### src/rtl/fifo_rd_arb.sv
// Round-robin read-port arbiter and burst sequencer for the async FIFO read domain.
// Optional stall watchdog is enabled by defining FIFO_RD_ARB_WDOG_EN.
module fifo_rd_arb #(
    parameter int NUM_REQ     = 4,
    parameter int DATA_WIDTH  = 8,
    parameter int BL_WIDTH    = 5,
    parameter int BURST_MAX   = 16,
    parameter int WDOG_CYCLES = 64
) (
    input  logic                         r_clk,
    input  logic                         r_rst_n,
    input  logic [NUM_REQ-1:0]           req,
    input  logic [NUM_REQ*BL_WIDTH-1:0]  req_len,
    output logic [NUM_REQ-1:0]           gnt,
    input  logic                         r_empty,
    output logic                         r_pop,
    input  logic [DATA_WIDTH-1:0]        r_data,
    output logic [DATA_WIDTH-1:0]        rd_data,
    output logic [NUM_REQ-1:0]           rd_valid,
    output logic                         rd_last,
    output logic                         busy,
    output logic                         wdog_abort
);

    localparam int IDX_W = $clog2(NUM_REQ);
    localparam int REM_W = $clog2(BURST_MAX + 1);

    typedef enum logic [1:0] {IDLE, BURST, DRAIN} state_t;

    state_t             state, state_nxt;
    logic [NUM_REQ-1:0] gnt_nxt;
    logic [IDX_W-1:0]   g_idx, g_idx_nxt;
    logic [IDX_W-1:0]   rr_ptr, rr_ptr_nxt;
    logic [IDX_W-1:0]   g_next;
    logic [REM_W-1:0]   remaining, remaining_nxt;
    logic [IDX_W-1:0]   pick_idx, cand;
    logic               pick_found;
    logic               pop_acc;
    logic               last_pop;
    logic               wdog_trip;

    function automatic logic [IDX_W-1:0] wrap_add(input logic [IDX_W-1:0] base, input int off);
        int s;
        s = int'(base) + off;
        if (s >= NUM_REQ) s = s - NUM_REQ;
        return IDX_W'(s);
    endfunction

    function automatic logic [REM_W-1:0] clamp_len(input logic [BL_WIDTH-1:0] len);
        if (len == '0)
            return REM_W'(1);
        else if (int'(len) > BURST_MAX)
            return REM_W'(BURST_MAX);
        else
            return REM_W'(len);
    endfunction

    // Pop is a pure function of registered state and req, so an abort drops it in the same cycle.
    assign r_pop    = (state == BURST) && req[g_idx] && (remaining != '0);
    assign pop_acc  = r_pop && !r_empty;
    assign last_pop = pop_acc && (remaining == REM_W'(1));
    assign busy     = (state != IDLE);
    assign g_next   = wrap_add(g_idx, 1);

    always_comb begin
        pick_found = 1'b0;
        pick_idx   = '0;
        cand       = '0;
        for (int i = 0; i < NUM_REQ; i++) begin
            cand = wrap_add(rr_ptr, i);
            if (!pick_found && req[cand]) begin
                pick_found = 1'b1;
                pick_idx   = cand;
            end
        end
    end

    // NOTE: every output of this block gets a default first, so no path can infer a latch.
    always_comb begin
        state_nxt     = state;
        gnt_nxt       = gnt;
        g_idx_nxt     = g_idx;
        rr_ptr_nxt    = rr_ptr;
        remaining_nxt = remaining;
        case (state)
            IDLE: begin
                gnt_nxt = '0;
                if (pick_found) begin
                    state_nxt          = BURST;
                    gnt_nxt[pick_idx]  = 1'b1;
                    g_idx_nxt          = pick_idx;
                    remaining_nxt      = clamp_len(req_len[int'(pick_idx)*BL_WIDTH +: BL_WIDTH]);
                end
            end
            BURST: begin
                if (!req[g_idx]) begin
                    // With req low no pop can be accepted, so an abort never needs DRAIN.
                    state_nxt  = IDLE;
                    gnt_nxt    = '0;
                    rr_ptr_nxt = g_next;
                end else if (pop_acc) begin
                    remaining_nxt = remaining - 1'b1;
                    if (last_pop) state_nxt = DRAIN;
                end else if (wdog_trip) begin
                    state_nxt  = IDLE;
                    gnt_nxt    = '0;
                    rr_ptr_nxt = g_next;
                end
            end
            DRAIN: begin
                state_nxt  = IDLE;
                gnt_nxt    = '0;
                rr_ptr_nxt = g_next;
            end
            default: begin
                state_nxt = IDLE;
                gnt_nxt   = '0;
            end
        endcase
    end

    // NOTE: sequential state uses non-blocking assignments so all registers update together.
    always_ff @(posedge r_clk or negedge r_rst_n) begin
        if (!r_rst_n) begin
            state     <= IDLE;
            gnt       <= '0;
            g_idx     <= '0;
            rr_ptr    <= '0;
            remaining <= '0;
            rd_valid  <= '0;
            rd_last   <= 1'b0;
        end else begin
            state     <= state_nxt;
            gnt       <= gnt_nxt;
            g_idx     <= g_idx_nxt;
            rr_ptr    <= rr_ptr_nxt;
            remaining <= remaining_nxt;
            rd_valid  <= pop_acc ? gnt : '0;
            rd_last   <= last_pop;
        end
    end

    // The RAM already registers r_data one cycle after the pop, aligned with rd_valid.
    assign rd_data = (|rd_valid) ? r_data : '0;

`ifdef FIFO_RD_ARB_WDOG_EN
    localparam int WD_W = $clog2(WDOG_CYCLES + 1);

    logic [WD_W-1:0] stall_cnt;

    assign wdog_trip = r_pop && r_empty && (stall_cnt == WD_W'(WDOG_CYCLES - 1));

    always_ff @(posedge r_clk or negedge r_rst_n) begin
        if (!r_rst_n) begin
            stall_cnt  <= '0;
            wdog_abort <= 1'b0;
        end else begin
            wdog_abort <= wdog_trip;
            if (pop_acc || state_nxt != BURST)
                stall_cnt <= '0;
            else if (r_pop && r_empty)
                stall_cnt <= stall_cnt + 1'b1;
        end
    end
`else
    assign wdog_trip  = 1'b0;
    assign wdog_abort = 1'b0;
`endif

endmodule
### config.mk
export PLATFORM = sky130hd
export DESIGN_NAME = fifo_rd_arb
export DESIGN_NICKNAME = d
export VERILOG_FILES = /design/src/rtl/fifo_rd_arb.sv
export SDC_FILE = /design/constraint.sdc
export NUM_CORES = 1
export LEC_CHECK = 0
export ABC_AREA = 1
export BUFFER_PORTS_ARGS = -buffer_cell sky130_fd_sc_hd__buf_4
export CAP_MARGIN = 5
export CORE_ASPECT_RATIO = 1.1
export CORE_MARGIN = 4
export CORE_UTILIZATION = 45
export DETAILED_ROUTE_END_ITERATION = 8
export PLACE_DENSITY = 0.69
export SETUP_SLACK_MARGIN = 0.2
export SYNTH_ARGS = -nofsm -noshare
export SYNTH_HDL_FRONTEND = slang
export SYNTH_SLANG_ARGS = --single-unit
export TNS_END_PERCENT = 100
### constraint.sdc
create_clock -name r_clk -period 2.3 [get_ports r_clk]
set_input_delay 0.23 -clock r_clk [delete_from_list [all_inputs] [get_ports r_clk]]
set_output_delay 0.23 -clock r_clk [all_outputs]
set_load 0.01 [all_outputs]
### Yosys cells after proc, flatten, opt, wreduce, memory -nomap -nowiden

Cells that the tools add are included.

| word-level totals | value |
|---|---|
| memory bits (read-only) | 0 |
| input port bits | 35 |
| memories | 0 |
| RAM bits | 0 |
| flip-flop bits (word level) | 20 |
| output and inout bits | 20 |
| bits in latches | 0 |

| cells by class | value |
|---|---|
| add/subtract/negate cells | 10 |
| reduce and logical (&&, ||, !) cells | 23 |
| multiplexer cells | 43 |
| bitwise operators | 0 |
| shifts and indexed selects | 1 |
| order comparisons | 13 |
| equality and inequality tests | 9 |
| multiply operators | 1 |
| divide/modulo/power cells | 0 |

Operator list:

| kind | number |
|---|---|
| 2-bit two-way mux | 14 |
| 5-bit two-way mux | 5 |
| 20-bit by 6-bit variable part select with 5-bit output | 1 |
| 2-bit by 3-bit less-than comparator with 1-bit output (second input constant) | 6 |
| 3-bit greater-or-equal comparator (second input constant) | 4 |
| 4-bit two-way mux | 3 |
| 1-bit binary-select mux with 2-bit select | 5 |
| 1-bit two-way mux | 10 |
| 5-bit one-hot mux with 2 select lines | 1 |
| 2-bit by 1-bit subtractor with 2-bit output (second input constant) | 5 |
| 1-bit logical AND | 8 |
| 8-bit two-way mux | 1 |
| 2-bit one-hot mux with 2 select lines | 2 |
| 4-bit one-hot mux with 2 select lines | 1 |
| 2-bit by 1-bit adder with 3-bit output (second input constant) | 2 |
| 2-bit by 2-bit adder with 3-bit output (second input constant) | 2 |
| 2-bit != test (second input constant) | 3 |
| 3-bit != test (second input constant) | 2 |
| 2-bit nonzero test | 3 |
| 5-bit by 1-bit equality test with 1-bit output (second input constant) | 1 |
| 5-bit greater-than comparator (second input constant) | 1 |
| 5-bit logical NOT | 1 |
| 2-bit by 3-bit multiplier with 5-bit output (second input constant) | 1 |
| 5-bit nonzero test | 1 |
| 13 further kinds | 17 |

### Logic depth before layout (Yosys ltp)

Gate-level depths: netlist of run 1.

| logic depth | value |
|---|---|
| word-level depth | 21 |
| depth in mapped cells | 19 |

### Worst setup path before layout of run 1

OpenSTA, ideal clock, no wires.

| path | value |
|---|---|
| kind | register to register |
| start | register g_idx[0] |
| end | register remaining[0] |
| buffers on the path | 0 |
| path slack | 0.436 ns |
| cell stages (with the launch flop) | 14 |
| arrival | 1.743 ns |
| required time | 2.178 ns |
| path through | dfrtp_1 inv_2 a21oi_1 o21ai_1 nand2_1 inv_1 nor2_1 inv_1 a31oi_2 nand2_2 nand2_1 o21ai_2 a21oi_1 a21oi_2 |

| on the way | value |
|---|---|
| longest elaborated chain between the ends | 7 |
| elaborated cells on any way between the ends | 8 |
| those cells by class | eq/ne: 2; mux: 2; reduce/logical: 4 |

RTL lines:

| what | RTL line | source |
|---|---|---|
| start: declaration | 32 | `logic [IDX_W-1:0] g_idx, g_idx_nxt;` |
| start signal: assignment | 135 | `g_idx <= g_idx_nxt;` |
| 1-bit binary-select mux with 2-bit select | 59 | `assign r_pop = (state == BURST) && req[g_idx] && (remaining != '0);` |
| 1-bit two-way mux (not written as such) | 59 |  |
| 1-bit logical AND (2 in series) | 59 |  |
| net r_pop | 16 | `output logic r_pop,` |
| 1-bit logical AND | 60 | `assign pop_acc = r_pop && !r_empty;` |
| 2-bit != test (no line) | - |  |
| 4-bit AND reduction (no line) | - |  |
| end signal: assignment | 137 | `remaining <= remaining_nxt;` |
| end: declaration | 35 | `logic [REM_W-1:0] remaining, remaining_nxt;` |

The timed path passes the listed nets, and every way through them passes these cells. The select of a mux whose other input is x is not followed.
A chain may end at the register's enable or synchronous reset.

### Worst setup path in the final report of run 1

| path | value |
|---|---|
| start | register rr_ptr[0] |
| end | register remaining[3] |

| on the way | value |
|---|---|
| longest elaborated chain between the ends | 21 |
| elaborated cells on any way between the ends | 47 |
| those cells by class | add/sub: 7; mul: 1; order compare: 5; eq/ne: 1; shift: 1; mux: 24; reduce/logical: 8 |

RTL lines:

| what | RTL line | source |
|---|---|---|
| start: declaration | 33 | `logic [IDX_W-1:0] rr_ptr, rr_ptr_nxt;` |
| start signal: assignment | 136 | `rr_ptr <= rr_ptr_nxt;` |
| parallel branches: the longest is 21 deep, another holds 2-bit by 1-bit adder with 3-bit output | - |  |

Several ways; the timed one is not identified. The select of a mux whose other input is x is not followed.

==> results.cfg, run 1 <==
[final_layout]
stdcell_area_sq_mm = 0.00237
syn_to_final_growth_pct = 50.6
fillers = 295
layout.nets = 354
finalNonFillerCells = 363
drive_above_1_share_pct = 43.8
final_core_util_pct = 70.5
layout_common_cells = 65 x buf_4, 53 x nand2_1, 38 x inv_1
final_common_cell = buf_4
num_antenna_cells = 0

[route]
drtPass1Iterations = 4
top_layer = met4
wl_met3_um = 373
drt_iter0_markers = 64
wl_per_cell_um = 11.7
antenna_left = 0
vias_per_cell = 4.93
met1_length_um = 1810
drcViolationCount = 0
met2_length_um = 1990
num_vias = 1789
wl_um = 4260

[sta]
hold_viol_final = 0
fin_worst_skew_ns = 0.0110
setup_viol = 0
period_share_pct = 92.5
min_period_ns = 2.13
clock.fmax_mhz = 470
rsz0062_at_grt = true
fin_setup_tns_ns = 0
drv_slew = 0

[cts]
cts-root-buf = clkbuf_4
cts.htree.levels = 1
clock_path_buffers = 2
cts.sinks = 20
cts_tree = done
cts_made_buffers = 3
clk_latency_ns = 0.31
clkTransAtPathRegs_ns = 0.12

[logic_synthesis]
ys_seq_area_share_pct = 31.8
synth.avg_cell_area_sq_um = 6.50
synth_nets = 280
ys_ff_latch = 20
ys_warn_count = 0
netlist_area_sq_mm = 0.00157
netlist_instances = 242
synth-edff-count = 0
async_flop_share_pct = 100
synthFlopType = dfrtp_1
synth_cell_types = 32

[power_and_ir_drop]
seqPwrFrac_pct = 14.9
total_power_mw = 3.79
peakVddDrop_uv = 817
switching_power_mw = 1.97
p_int_mw = 1.82
switching_share_pct = 51.9
p_leak_nw = 1.32
powerDensity_mw_per_mm2 = 1600
power_frac_clock_pct = 7.6
combPwrFrac_pct = 77.5

[placement]
port_buffers = 53
place.gp.congestion = 0.864
placed_area_sq_mm = 0.00205
hpwl_um = 3080
dp.cells = 347

[outcome]
status = completed

[global_routing]
track_usage_pct = 17.1
grt_pass1_wl_um = 6410
antenna_found_initial = 0
grt_remaining_overflow = 0
grt_max_degree = 21
grt_pass1_vias = 1515

[floorplanning]
start_util_pct = 46.8
row_count = 22
core_sq_mm = 0.00336
pin_count = 55
die-area_sq_mm = 0.00451
die_h_um = 70.0
die_x_um = 64.4

[worst_setup_path]
crit_required_ns = 2.50
endpoint_kind = register
crit_fanout = 6
cp_data_arrival_time_ns = 2.33
crit_path_start_kind = register
worstSetupPathType = reg -> reg

[worst_hold_path]
hp-class = in -> reg

[job]
max_cap_viol_count = 0
[metal layers]
layer / GRT usage (%) / up-vias
met5: 0 / -
met4: 3.52 / 0
met3: 4.02 / 12
met2: 29.0 / 80
met1: 22.0 / 794
li1: - / 903
[critical path, cell delays in order (launching register included)]
cell and delay, ns:
dfrtp_2 0.43, buf_12 0.15, clkinv_8 0.06, nand2_2 0.05, nand2_2 0.08, nand2_2 0.10
nand2_2 0.08, nor2_4 0.18, nand3_4 0.13, nand3_4 0.12, buf_2 0.16, nand2_1 0.06
nand2_1 0.07, nand2_2 0.06, nand3_2 0.09, nor2_1 0.05, o21ai_1 0.11, nand2_1 0.05
[per-stage QoR]
step	setup slack (ns)	hold WS, ns
floorplan	0.436	-0.0656
global placement	0.149	0.123
detailed placement	0.102	0.124
CTS	0.199	0.239
global route	0.0858	0.233
finish	0.172	0.227
[worst paths after layout]
path,slack [ns],from,to,depth (start not counted)
max in group asynchronous,1.74,r_rst_n,rr_ptr[0]$_DFFE_PN0P_,2
worst max register to register,0.17,rr_ptr[0]$_DFFE_PN0P_,remaining[3]$_DFFE_PN0P_,17
worst min-delay path,0.23,r_empty,rd_valid[3]$_DFF_PN0_,4
worst max-delay path,0.17,rr_ptr[0]$_DFFE_PN0P_,remaining[3]$_DFFE_PN0P_,17
min in group asynchronous,0.32,r_rst_n,gnt[2]$_DFFE_PN0P_,2
worst min register to register,0.53,gnt[2]$_DFFE_PN0P_,rd_valid[2]$_DFF_PN0_,2
[area by class of cell]
cell class	count	area, sq um	area share, %
multi-input cells	170	991	41.8
repair buffers	71	557	23.5
flip-flops and latches	20	502	21.2
inverters	49	198	8.35
well taps	48	60.1	2.54
clock inverters	1	30.0	1.27
clock buffers	3	22.5	0.951
repair inverters	1	8.76	0.370
[power groups by stage]
stage	clock (mW)	combinational (mW)	sequential, mW
5_1_grt	0.312	3.24	0.581
2_1_floorplan	0	1.68	0.556
3_3_place_gp	0	2.21	0.588
4_1_cts	0.292	2.26	0.582
6_report	0.289	2.94	0.564
3_5_place_dp	0	2.24	0.590
[state kept, by name (all words and copies together) (netlist names)]
name / flops
gnt: 4
rd_last: 1
state: 2
rd_valid: 4
g_idx: 2
remaining: 5
rr_ptr: 2
[cell families after synthesis]
family	share of synthesized area, %
AOI/OAI and AO/OA	11.5
xor gates and xnor gates	1.11
adders and majority gates	2.39
buffers and inverters	14.2
DFF	31.8
other	0.238
and+or+nand+nor	38.8
[timing repair]
action                                  in CTS  in global routing
endpoints found under the setup margin       5                  6
buffers inserted                             1                  8
gates resized for setup                      1                 51
cloned                                       0                  2
pin swaps                                    0                  8
endpoints found under the hold margin       20                  0
hold buffers                                 1                  0
[synthesized netlist by cell type (2+ instances only)]
master / number / area, sq um
a21oi_1: 5 / 25.0
ha_1: 3 / 37.5
nand4_1: 8 / 50.1
o22ai_1: 3 / 18.8
nand2_2: 9 / 56.3
nor2_1: 25 / 93.8
nand3_1: 14 / 70.1
o21ai_0: 10 / 50.1
nand2_1: 73 / 274
buf_6: 2 / 22.5
inv_1: 44 / 165
o21ai_2: 2 / 17.5
dfrtp_1: 20 / 500
nand3_2: 2 / 20.0
o21ai_1: 3 / 15.0
inv_2: 3 / 11.3
(Power assumes the default switching activity.)
==> run 2: changes to the inputs <==
--- a/config.mk
+++ b/config.mk
@@ -10,9 +10,9 @@
 export CAP_MARGIN = 5
 export CORE_ASPECT_RATIO = 1.1
 export CORE_MARGIN = 4
-export CORE_UTILIZATION = 45
+export CORE_UTILIZATION = 50
 export DETAILED_ROUTE_END_ITERATION = 8
-export PLACE_DENSITY = 0.69
+export PLACE_DENSITY = 0.76
 export SETUP_SLACK_MARGIN = 0.2
 export SYNTH_ARGS = -nofsm -noshare
 export SYNTH_HDL_FRONTEND = slang
==> run 2 against run 1 <==
  * Final area grew 0.74%
  * Count of clock-buffer cells in the layout is 1 higher
  * Critical path depth decreased by 1
  * Core utilization rose by 8.4 points
  * Final cell count down 2.5%
==> results.cfg, run 2 (same netlist as run 1, synthesis figures left out) <==
[outcome]
status = completed

[route]
drtPass1Iterations = 4
num_vias = 1822
vias_per_cell = 5.15
wl_per_cell_um = 12.8
wl_um = 4520
antenna_left = 0
drt_iter0_markers = 87
drcViolationCount = 0

[sta]
fin_setup_tns_ns = 0
clock.fmax_mhz = 483
setup_viol = 0
rsz0062_at_grt = true
period_share_pct = 90.0
fin_worst_skew_ns = 0.00656
hold_viol_final = 0
drv_slew = 0
min_period_ns = 2.07

[power_and_ir_drop]
powerDensity_mw_per_mm2 = 1600
peakVddDrop_uv = 1340
p_leak_nw = 1.35
switching_share_pct = 52.5
p_int_mw = 1.81
seqPwrFrac_pct = 14.7
combPwrFrac_pct = 80.0
total_power_mw = 3.81
power_frac_clock_pct = 5.3
switching_power_mw = 2.00

[global_routing]
grt_pass1_vias = 1597
track_usage_pct = 21.5
grt_pass1_wl_um = 6640
grt_max_degree = 21
antenna_found_initial = 0
grt_remaining_overflow = 0

[cts]
clock_path_buffers = 2
cts_tree = done
cts.htree.levels = 1
clkTransAtPathRegs_ns = 0.11
cts_made_buffers = 3
clk_latency_ns = 0.30
cts-root-buf = clkbuf_4
cts.sinks = 20

[floorplanning]
pin_count = 55
start_util_pct = 52.0
core_sq_mm = 0.00302
die_h_um = 66.8
die-area_sq_mm = 0.00411
row_count = 21
die_x_um = 61.5

[placement]
port_buffers = 53
hpwl_um = 3260
place.gp.congestion = 0.942

[worst_hold_path]
worstHoldPathCells = 5
holdPathEnd = state[1]$_DFFE_PN0P_
hp-class = in -> reg
min-delay-start = r_empty

[final_layout]
regArea_sq_um = 502
syn_to_final_growth_pct = 51.7
largestRegisters = remaining x5, gnt x4, rd_valid x4
top_register = remaining
num_antenna_cells = 0
drive_above_1_share_pct = 42.8
fillers = 228
layout.nets = 359
final_common_cell = buf_4
multi_input_area_sq_mm = 0.00100
largest_register_ffs = 5
layout_common_cells = 70 x buf_4, 54 x nand2_1, 39 x inv_1

[worst_setup_path]
reg2reg_depth = 16
endpoint_kind = register
crit_path_start = rr_ptr[0]$_DFFE_PN0P_
crit_required_ns = 2.54
r2r_start = rr_ptr[0]$_DFFE_PN0P_
r2r-end = remaining[0]$_DFFE_PN0P_
crit_fanout = 5
cp_data_arrival_time_ns = 2.31
worstSetupPathType = reg -> reg
crit_path_start_kind = register
rrSetupSlack_ns = 0.23

[job]
max_cap_viol_count = 0
==> run 2: routing by layer <==
metal | routed length (um) | up-vias | track usage (%) | share of wire [%]
li1 | - | 912 | - | -
met2 | 2240 | 93 | 35.7 | 50
met4 | 127 | 0 | 9.55 | 2.8
met3 | 437 | 12 | 4.46 | 9.7
met5 | 0 | - | 0 | 0
met1 | 1720 | 805 | 26.1 | 38
==> run 2: repair_timing <==
| action | CTS | global route |
|---|---|---|
| gates cloned | 0 | 1 |
| pin swaps | 1 | 16 |
| gates resized for setup | 4 | 49 |
| endpoints found under the hold margin | 20 | 0 |
| setup endpoints to repair | 5 | 6 |
| hold buffers | 1 | 0 |
| buffers inserted | 5 | 9 |
==> run 2: layout make-up <==
| cell class | count | area share [%] |
|---|---|---|
| sequential | 20 | 21.0 |
| tap | 34 | 1.78 |
| inverter | 49 | 8.29 |
| clock buffer | 4 | 1.52 |
| timing repair buffer | 76 | 25.0 |
| multi-input combinational | 170 | 42.0 |
| timing repair inverter | 1 | 0.367 |
==> run 2: worst max-delay path by stage <==
stage                                           to
final                     remaining[0]$_DFFE_PN0P_
after global routing      remaining[0]$_DFFE_PN0P_
after CTS                 remaining[4]$_DFFE_PN0P_
after detailed placement  remaining[4]$_DFFE_PN0P_
after global placement    remaining[0]$_DFFE_PN0P_
after floorplan           remaining[0]$_DFFE_PN0P_
==> run 2: worst max-delay path: stages (launching register included) <==
cell and delay [ns]:
dfrtp_2 0.40, clkbuf_4 0.19, nand2_1 0.10, nand3_2 0.10, nand2_2 0.09, nor2_4 0.18, nand3_1 0.11, nand3_2 0.07
nand2_2 0.08, buf_4 0.16, nor2_4 0.11, nand2_1 0.06, nand3_1 0.07, inv_1 0.04, nand2_1 0.05, nand2_1 0.07
a21oi_2 0.10
==> run 2: power groups by stage <==
stage / Clock, mW / Combinational (mW) / Sequential [mW]
finish: 0.203 / 3.05 / 0.559
global route: 0.218 / 3.35 / 0.572
CTS: 0.208 / 2.40 / 0.552
detailed placement: 0 / 2.26 / 0.591
global placement: 0 / 2.22 / 0.586
floorplan: 0 / 1.68 / 0.556
==> run 2: per-stage QoR <==
stage          cell area, sq um  setup slack [ns]  hold WS (ns)  util, %  instances
2_1_floorplan              1570             0.436       -0.0656        -        242
3_5_place_dp               2040            0.0871         0.119     67.6        334
3_3_place_gp               2040             0.161         0.119     67.6        334
5_1_grt                    2390            0.0946         0.298     79.0        354
6_report                   2390             0.230         0.289     79.0        354
4_1_cts                    2130             0.204         0.244     70.6        344
